===== src/rtl/rpn_token_sequencer.sv =====
// Front-end of the RPN calculator: classifies UART bytes, drives the digit parser and issues evaluator commands.
// Optional per-number digit limit: compile with `define RPN_SEQ_DIGIT_LIMIT_EN (limit set by MAX_DIGITS).
module rpn_token_sequencer #(
    parameter int MAX_DIGITS = 5
) (
    input  logic        clk,
    input  logic        rst,
    input  logic [7:0]  rx_data,
    input  logic        rx_valid,
    output logic        rx_ready,
    output logic [3:0]  p_digit,
    output logic        p_wen,
    output logic        p_flush,
    input  logic        p_ready,
    input  logic [15:0] p_dout,
    output logic        cmd_valid,
    input  logic        cmd_ready,
    output logic [1:0]  cmd_type,
    output logic [15:0] cmd_data,
    output logic        err
);

    typedef enum logic [2:0] {
        S_INIT, S_INIT_FLUSH, S_INIT_WAIT, S_IDLE,
        S_FLUSH, S_WAIT_RDY, S_CMD_PUSH, S_CMD_AFTER
    } state_e;

    typedef enum logic [1:0] {
        CMD_PUSH  = 2'b00,
        CMD_OP    = 2'b01,
        CMD_EVAL  = 2'b10,
        CMD_CLEAR = 2'b11
    } cmd_e;

    typedef enum logic [1:0] {CLS_DIGIT, CLS_DELIM, CLS_CMD, CLS_INVALID} cls_e;

    if (MAX_DIGITS < 1) begin : g_bad_max_digits
        $error("MAX_DIGITS must be at least 1");
    end

    state_e      state_q, state_d;
    logic        pending_q, pending_d;
    logic        after_q, after_d;
    cmd_e        after_type_q, after_type_d;
    logic [1:0]  after_op_q, after_op_d;
    logic [15:0] push_data_q, push_data_d;
    logic        p_wen_q, p_wen_d;
    logic [3:0]  p_digit_q, p_digit_d;
    logic        err_q, err_d;

    cls_e        byte_cls;
    cmd_e        byte_cmd;
    logic [1:0]  byte_op;
    logic        accept;
    logic        digit_ok;

    assign accept = rx_valid && rx_ready;

    // NOTE: every signal written in an always_comb gets a default first so no latch is inferred.
    always_comb begin
        byte_cls = CLS_INVALID;
        byte_cmd = CMD_EVAL;
        byte_op  = 2'b00;
        if (rx_data >= 8'h30 && rx_data <= 8'h39) begin
            byte_cls = CLS_DIGIT;
        end else begin
            case (rx_data)
                8'h20, 8'h0d, 8'h0a: byte_cls = CLS_DELIM;
                8'h2b: begin byte_cls = CLS_CMD; byte_cmd = CMD_OP; byte_op = 2'b00; end
                8'h2d: begin byte_cls = CLS_CMD; byte_cmd = CMD_OP; byte_op = 2'b01; end
                8'h2a: begin byte_cls = CLS_CMD; byte_cmd = CMD_OP; byte_op = 2'b10; end
                8'h3d: begin byte_cls = CLS_CMD; byte_cmd = CMD_EVAL; end
                8'h63: begin byte_cls = CLS_CMD; byte_cmd = CMD_CLEAR; end
                default: ;
            endcase
        end
    end

`ifdef RPN_SEQ_DIGIT_LIMIT_EN
    localparam int CNT_W = $clog2(MAX_DIGITS + 1);

    logic [CNT_W-1:0] digit_cnt_q, digit_cnt_d;

    assign digit_ok = (digit_cnt_q != CNT_W'(MAX_DIGITS));

    always_comb begin
        digit_cnt_d = digit_cnt_q;
        if (p_flush) begin
            digit_cnt_d = '0;
        end else if (accept && byte_cls == CLS_DIGIT && digit_ok) begin
            digit_cnt_d = digit_cnt_q + CNT_W'(1);
        end
    end

    always_ff @(posedge clk or posedge rst) begin
        if (rst) begin
            digit_cnt_q <= '0;
        end else begin
            digit_cnt_q <= digit_cnt_d;
        end
    end
`else
    assign digit_ok = 1'b1;
`endif

    // State register
    // NOTE: sequential state uses non-blocking assignments so all flops update from pre-edge values.
    always_ff @(posedge clk or posedge rst) begin
        if (rst) begin
            state_q <= S_INIT;
        end else begin
            state_q <= state_d;
        end
    end

    // Next-state logic
    always_comb begin
        state_d = state_q;
        case (state_q)
            S_INIT:       state_d = S_INIT_FLUSH;
            S_INIT_FLUSH: state_d = S_INIT_WAIT;
            S_INIT_WAIT:  if (p_ready) state_d = S_IDLE;
            S_IDLE: begin
                if (accept) begin
                    if (byte_cls == CLS_DELIM && pending_q) begin
                        state_d = S_FLUSH;
                    end else if (byte_cls == CLS_CMD) begin
                        state_d = pending_q ? S_FLUSH : S_CMD_AFTER;
                    end
                end
            end
            S_FLUSH:      state_d = S_WAIT_RDY;
            S_WAIT_RDY:   if (p_ready) state_d = S_CMD_PUSH;
            S_CMD_PUSH:   if (cmd_ready) state_d = after_q ? S_CMD_AFTER : S_IDLE;
            S_CMD_AFTER:  if (cmd_ready) state_d = S_IDLE;
            default:      state_d = S_INIT;
        endcase
    end

    // Datapath registers: digit strobe, pending/after flags, latched command payloads
    always_comb begin
        pending_d    = pending_q;
        after_d      = after_q;
        after_type_d = after_type_q;
        after_op_d   = after_op_q;
        push_data_d  = push_data_q;
        p_wen_d      = 1'b0;
        p_digit_d    = p_digit_q;
        err_d        = 1'b0;

        if (accept) begin
            case (byte_cls)
                CLS_DIGIT: begin
                    if (digit_ok) begin
                        p_wen_d   = 1'b1;
                        p_digit_d = rx_data[3:0];
                        pending_d = 1'b1;
                    end else begin
                        err_d = 1'b1;
                    end
                end
                CLS_CMD: begin
                    after_d      = 1'b1;
                    after_type_d = byte_cmd;
                    after_op_d   = byte_op;
                end
                CLS_INVALID: err_d = 1'b1;
                default: ;
            endcase
        end

        if (state_q == S_WAIT_RDY && p_ready) begin
            push_data_d = p_dout;
            pending_d   = 1'b0;
        end

        if (state_q == S_CMD_AFTER && cmd_ready) begin
            after_d = 1'b0;
        end
    end

    always_ff @(posedge clk or posedge rst) begin
        if (rst) begin
            pending_q    <= 1'b0;
            after_q      <= 1'b0;
            after_type_q <= CMD_PUSH;
            after_op_q   <= 2'b00;
            push_data_q  <= '0;
            p_wen_q      <= 1'b0;
            p_digit_q    <= '0;
            err_q        <= 1'b0;
        end else begin
            pending_q    <= pending_d;
            after_q      <= after_d;
            after_type_q <= after_type_d;
            after_op_q   <= after_op_d;
            push_data_q  <= push_data_d;
            p_wen_q      <= p_wen_d;
            p_digit_q    <= p_digit_d;
            err_q        <= err_d;
        end
    end

    // Outputs decoded from state; the reset state S_INIT drives nothing
    always_comb begin
        rx_ready  = (state_q == S_IDLE);
        p_flush   = (state_q == S_INIT_FLUSH) || (state_q == S_FLUSH);
        cmd_valid = 1'b0;
        cmd_type  = CMD_PUSH;
        cmd_data  = '0;
        case (state_q)
            S_CMD_PUSH: begin
                cmd_valid = 1'b1;
                cmd_data  = push_data_q;
            end
            S_CMD_AFTER: begin
                cmd_valid = 1'b1;
                cmd_type  = after_type_q;
                cmd_data  = {14'd0, after_op_q};
            end
            default: ;
        endcase
    end

    assign p_wen   = p_wen_q;
    assign p_digit = p_digit_q;
    assign err     = err_q;

endmodule


===== config.mk =====
export PLATFORM = sky130hd
export DESIGN_NAME = rpn_token_sequencer
export DESIGN_NICKNAME = d
export VERILOG_FILES = /design/src/rtl/rpn_token_sequencer.sv
export SDC_FILE = /design/constraint.sdc
export NUM_CORES = 1
export LEC_CHECK = 0
export BUFFER_PORTS_ARGS = -buffer_cell sky130_fd_sc_hd__buf_4
export CAP_MARGIN = 20
export CORE_MARGIN = 2
export CORE_UTILIZATION = 45
export DETAILED_ROUTE_END_ITERATION = 6
export PLACE_DENSITY = 0.73
export SYNTH_ARGS = -nofsm -noshare
export SYNTH_HDL_FRONTEND = slang
export SYNTH_SLANG_ARGS = --single-unit

===== constraint.sdc =====
create_clock -name clk -period 3.8 [get_ports clk]
set_input_delay 0.76 -clock clk [delete_from_list [all_inputs] [get_ports clk]]
set_output_delay 0.76 -clock clk [all_outputs]
set_load 0.005 [all_outputs]

==> impl_metrics.env <==
export IMPL_seqPwrFrac_pct=50.0
export IMPL_path_clk_slew_ps=90
export IMPL_yosys_warnings=0
export IMPL_combPwrFrac_pct=27.0
export IMPL_syn_to_final_growth_pct=33.3
export IMPL_placed_cell_area_um2=2030
export IMPL_syn_nets=171
export IMPL_p_per_area_nw_per_um2=407
export IMPL_core_area_um2=3340
export IMPL_stdcell_area_um2=2090
export IMPL_detail_route_antenna_nets=0
export IMPL_drt_wl_total_mm=3.45
export IMPL_diodes=0
export IMPL_cts_hold_buf=0
export IMPL_slew_violations=0
export IMPL_min_delay_path_class="reg -> reg"
export IMPL_die_w_um=63.0
export IMPL_crit_path_max_incr_delay_ps=540
export IMPL_grt_max_degree=18
export IMPL_synth_edf_count=0
export IMPL_numCtsBuffers=5
export IMPL_cp_data_arrival_time_ps=1900
export IMPL_reg2reg_depth=2
export IMPL_async_reset_ff_share_pct=100
export IMPL_end_kind="primary output"
export IMPL_vdd_drop_max_uv=280
export IMPL_die_h_um=63.0
export IMPL_cts_max_path_buffers=2
export IMPL_grt_pass1_wl_mm=5.95
export IMPL_grt_pass1_vias=1231
export IMPL_rows=21
export IMPL_fin_nets=229
export IMPL_grt_overflow_total=0
export IMPL_num_vias=1253
export IMPL_worstPathRequired_ps=3040
export IMPL_outcome="finished clean"
export IMPL_die_area_um2=3970
export IMPL_finalSetupViolCount=0
export IMPL_path_cells="nand2_1, nor2_1, and2_1, buf_4"
export IMPL_hpwl_mm=2.70
export IMPL_min_path_cells=2
export IMPL_numPortBuffers=55
export IMPL_syn_area_per_cell_um2=11.0
export IMPL_max_cap_viol_count=0
export IMPL_fill_cells=317
export IMPL_synth_ff_type="dfrtp_1"
export IMPL_antenna_found_initial=0
export IMPL_ys_ff_latch=31
export IMPL_finalCritPeriodShare_pct=69.9
export IMPL_viasPerCell=5.09
export IMPL_drive_gt1_share_pct=44.0
export IMPL_cts_tree="yes"
export IMPL_drc=0
export IMPL_cp_max_fo=14
export IMPL_relSlewSlack_pct=41.2
export IMPL_first_iter_violations=46
export IMPL_rsz0062_at_grt="no"
export IMPL_synth_top_cell_by_area="dfrtp_1"
export IMPL_max_freq_ghz=0.376
export IMPL_synthCells=142
export IMPL_wl_per_cell_um=14.0
export IMPL_hold_viol_final=0
export IMPL_initial_core_util_pct=47.0
export IMPL_grt_usage_pct=19.2
export IMPL_ys_top_cells_by_area="dfrtp_1 49%, mux2_2 15%, and2_1 6.0%"
export IMPL_period_needed_ps=2660
export IMPL_synth_top_cell_area_share_pct=49.5
export IMPL_intPower_mw=0.596
export IMPL_sw_frac_of_total_pct=29.9
export IMPL_finalPower_mw=0.851
export IMPL_slowest_stage="nor2_1"
export IMPL_fin_tns_setup_ps=0
export IMPL_htree_levels=2
export IMPL_gp_congestion=0.755
export IMPL_post_cts_buffers=0
export IMPL_crit_type="reg -> out"
export IMPL_io_pins=56
export IMPL_pwr_share_clk_pct=23.1
export IMPL_synthDistinctLibCells=39
export IMPL_synth_area_um2=1570
export IMPL_max_slew_worst_pin_slew_ps=878
export IMPL_clock_root_buffer="clkbuf_4"
export IMPL_yosysSeqAreaShare_pct=49.5
export IMPL_p_sw_mw=0.255
export IMPL_setup_worst_path_start_class="flop"
export IMPL_dr_pass1_iters=4
export IMPL_p_leak_nw=1.07
export IMPL_clk_insertion_delay_late_ps=330
export IMPL_ctsResizeCount=0
export IMPL_finalClockSkew_ps=16.3
export IMPL_cts_sinks=31
## power groups by stage
stage / combinational [mW] / clock [mW] / sequential, mW
after floorplan: 0.147 / 0 / 0.407
after global placement: 0.223 / 0 / 0.427
after detailed placement: 0.231 / 0 / 0.431
final: 0.229 / 0.196 / 0.425
after global routing: 0.256 / 0.215 / 0.433
after CTS: 0.232 / 0.200 / 0.424
## critical path: cells and delay by family (launching register included)
kind | cells | cell delay (ps)
AND/OR/NAND/NOR | 3 | 950
buffers and inverters | 1 | 110
flip-flops | 1 | 510
## layer usage
metal | wire (um) | up-vias | track usage [%]
met2 | 1710 | 32 | 31.3
met1 | 1500 | 600 | 24.7
met5 | 0 | - | 0
li1 | - | 616 | -
met4 | 50 | 0 | 6.67
met3 | 183 | 5 | 5.05
## synth_stat cells, types with 2 or more instances
cell type / number
inv_1: 5
o41ai_1: 2
a31oi_1: 2
mux2_2: 21
dfrtp_1: 31
o21ai_0: 4
nor2b_1: 2
nor2_1: 8
mux2i_1: 2
nor3b_1: 5
a21oi_1: 2
o211ai_1: 2
and3_1: 2
and2_1: 15
clkbuf_1: 4
nand2b_1: 5
nand2_1: 7
or2_1: 2
## worst paths after layout
path	slack, ps	start	to
worst max-delay path	1140	state_q[2]	cmd_data[9]
worst min-delay path	500	after_op_q[0]	after_op_q[0]
worst max register to register	1690	state_q[0]	push_data_q[9]
worst min register to register	500	after_op_q[0]	after_op_q[0]
max in group asynchronous	2720	rst	push_data_q[6]
min in group asynchronous	530	rst	after_type_q[0]
## logic make-up after synthesis
| logic type | synth area share (%) |
|---|---|
| flip-flops | 49.5 |
| multiplexers | 16.4 |
| AND/OR/NAND/NOR | 22.1 |
| buffers and inverters | 2.47 |
| XOR/XNOR | 0.559 |
| AO/OA/AOI/OAI | 9.02 |
## flip-flops by register name (all words and copies together) (netlist names)
register	cells
after_op_q	2
p_digit	4
push_data_q	16
p_wen	1
state_q	3
pending_q	1
after_type_q	2
after_q	1
err	1
## cell type report
| type | count | area, um2 | area share, % |
|---|---|---|---|
| Clock inverter | 1 | 5.00 | 0.240 |
| Tap cell | 46 | 57.6 | 2.75 |
| Timing Repair Buffer | 56 | 428 | 20.5 |
| Inverter | 5 | 18.8 | 0.898 |
| Clock buffer | 6 | 51.3 | 2.46 |
| Sequential cell | 31 | 776 | 37.1 |
| Multi-Input combinational cell | 101 | 753 | 36.0 |
## per-stage QoR
stage               hold slack [ps]  setup WS [ps]  utilization [%]  cells
finish                          500           1140             62.6    246
global route                    510            913             62.6    246
CTS                             497           1110             62.6    246
detailed placement              477           1480             60.9    239
global placement                461           1570             60.5    238
floorplan                       443           1800                -    142
## layout by cell type, fill, tap and decap left out, types with 4 or more instances in the layout
cell,instances
buf_4,55
dfrtp_1,31
mux2_2,21
and2_1,15
nor2_1,8
nand2_1,7
nand2b_1,5
nor3b_1,5
inv_1,5
clkbuf_4,5
o21ai_0,4
No activity file was read; power rests on OpenSTA's default activity.
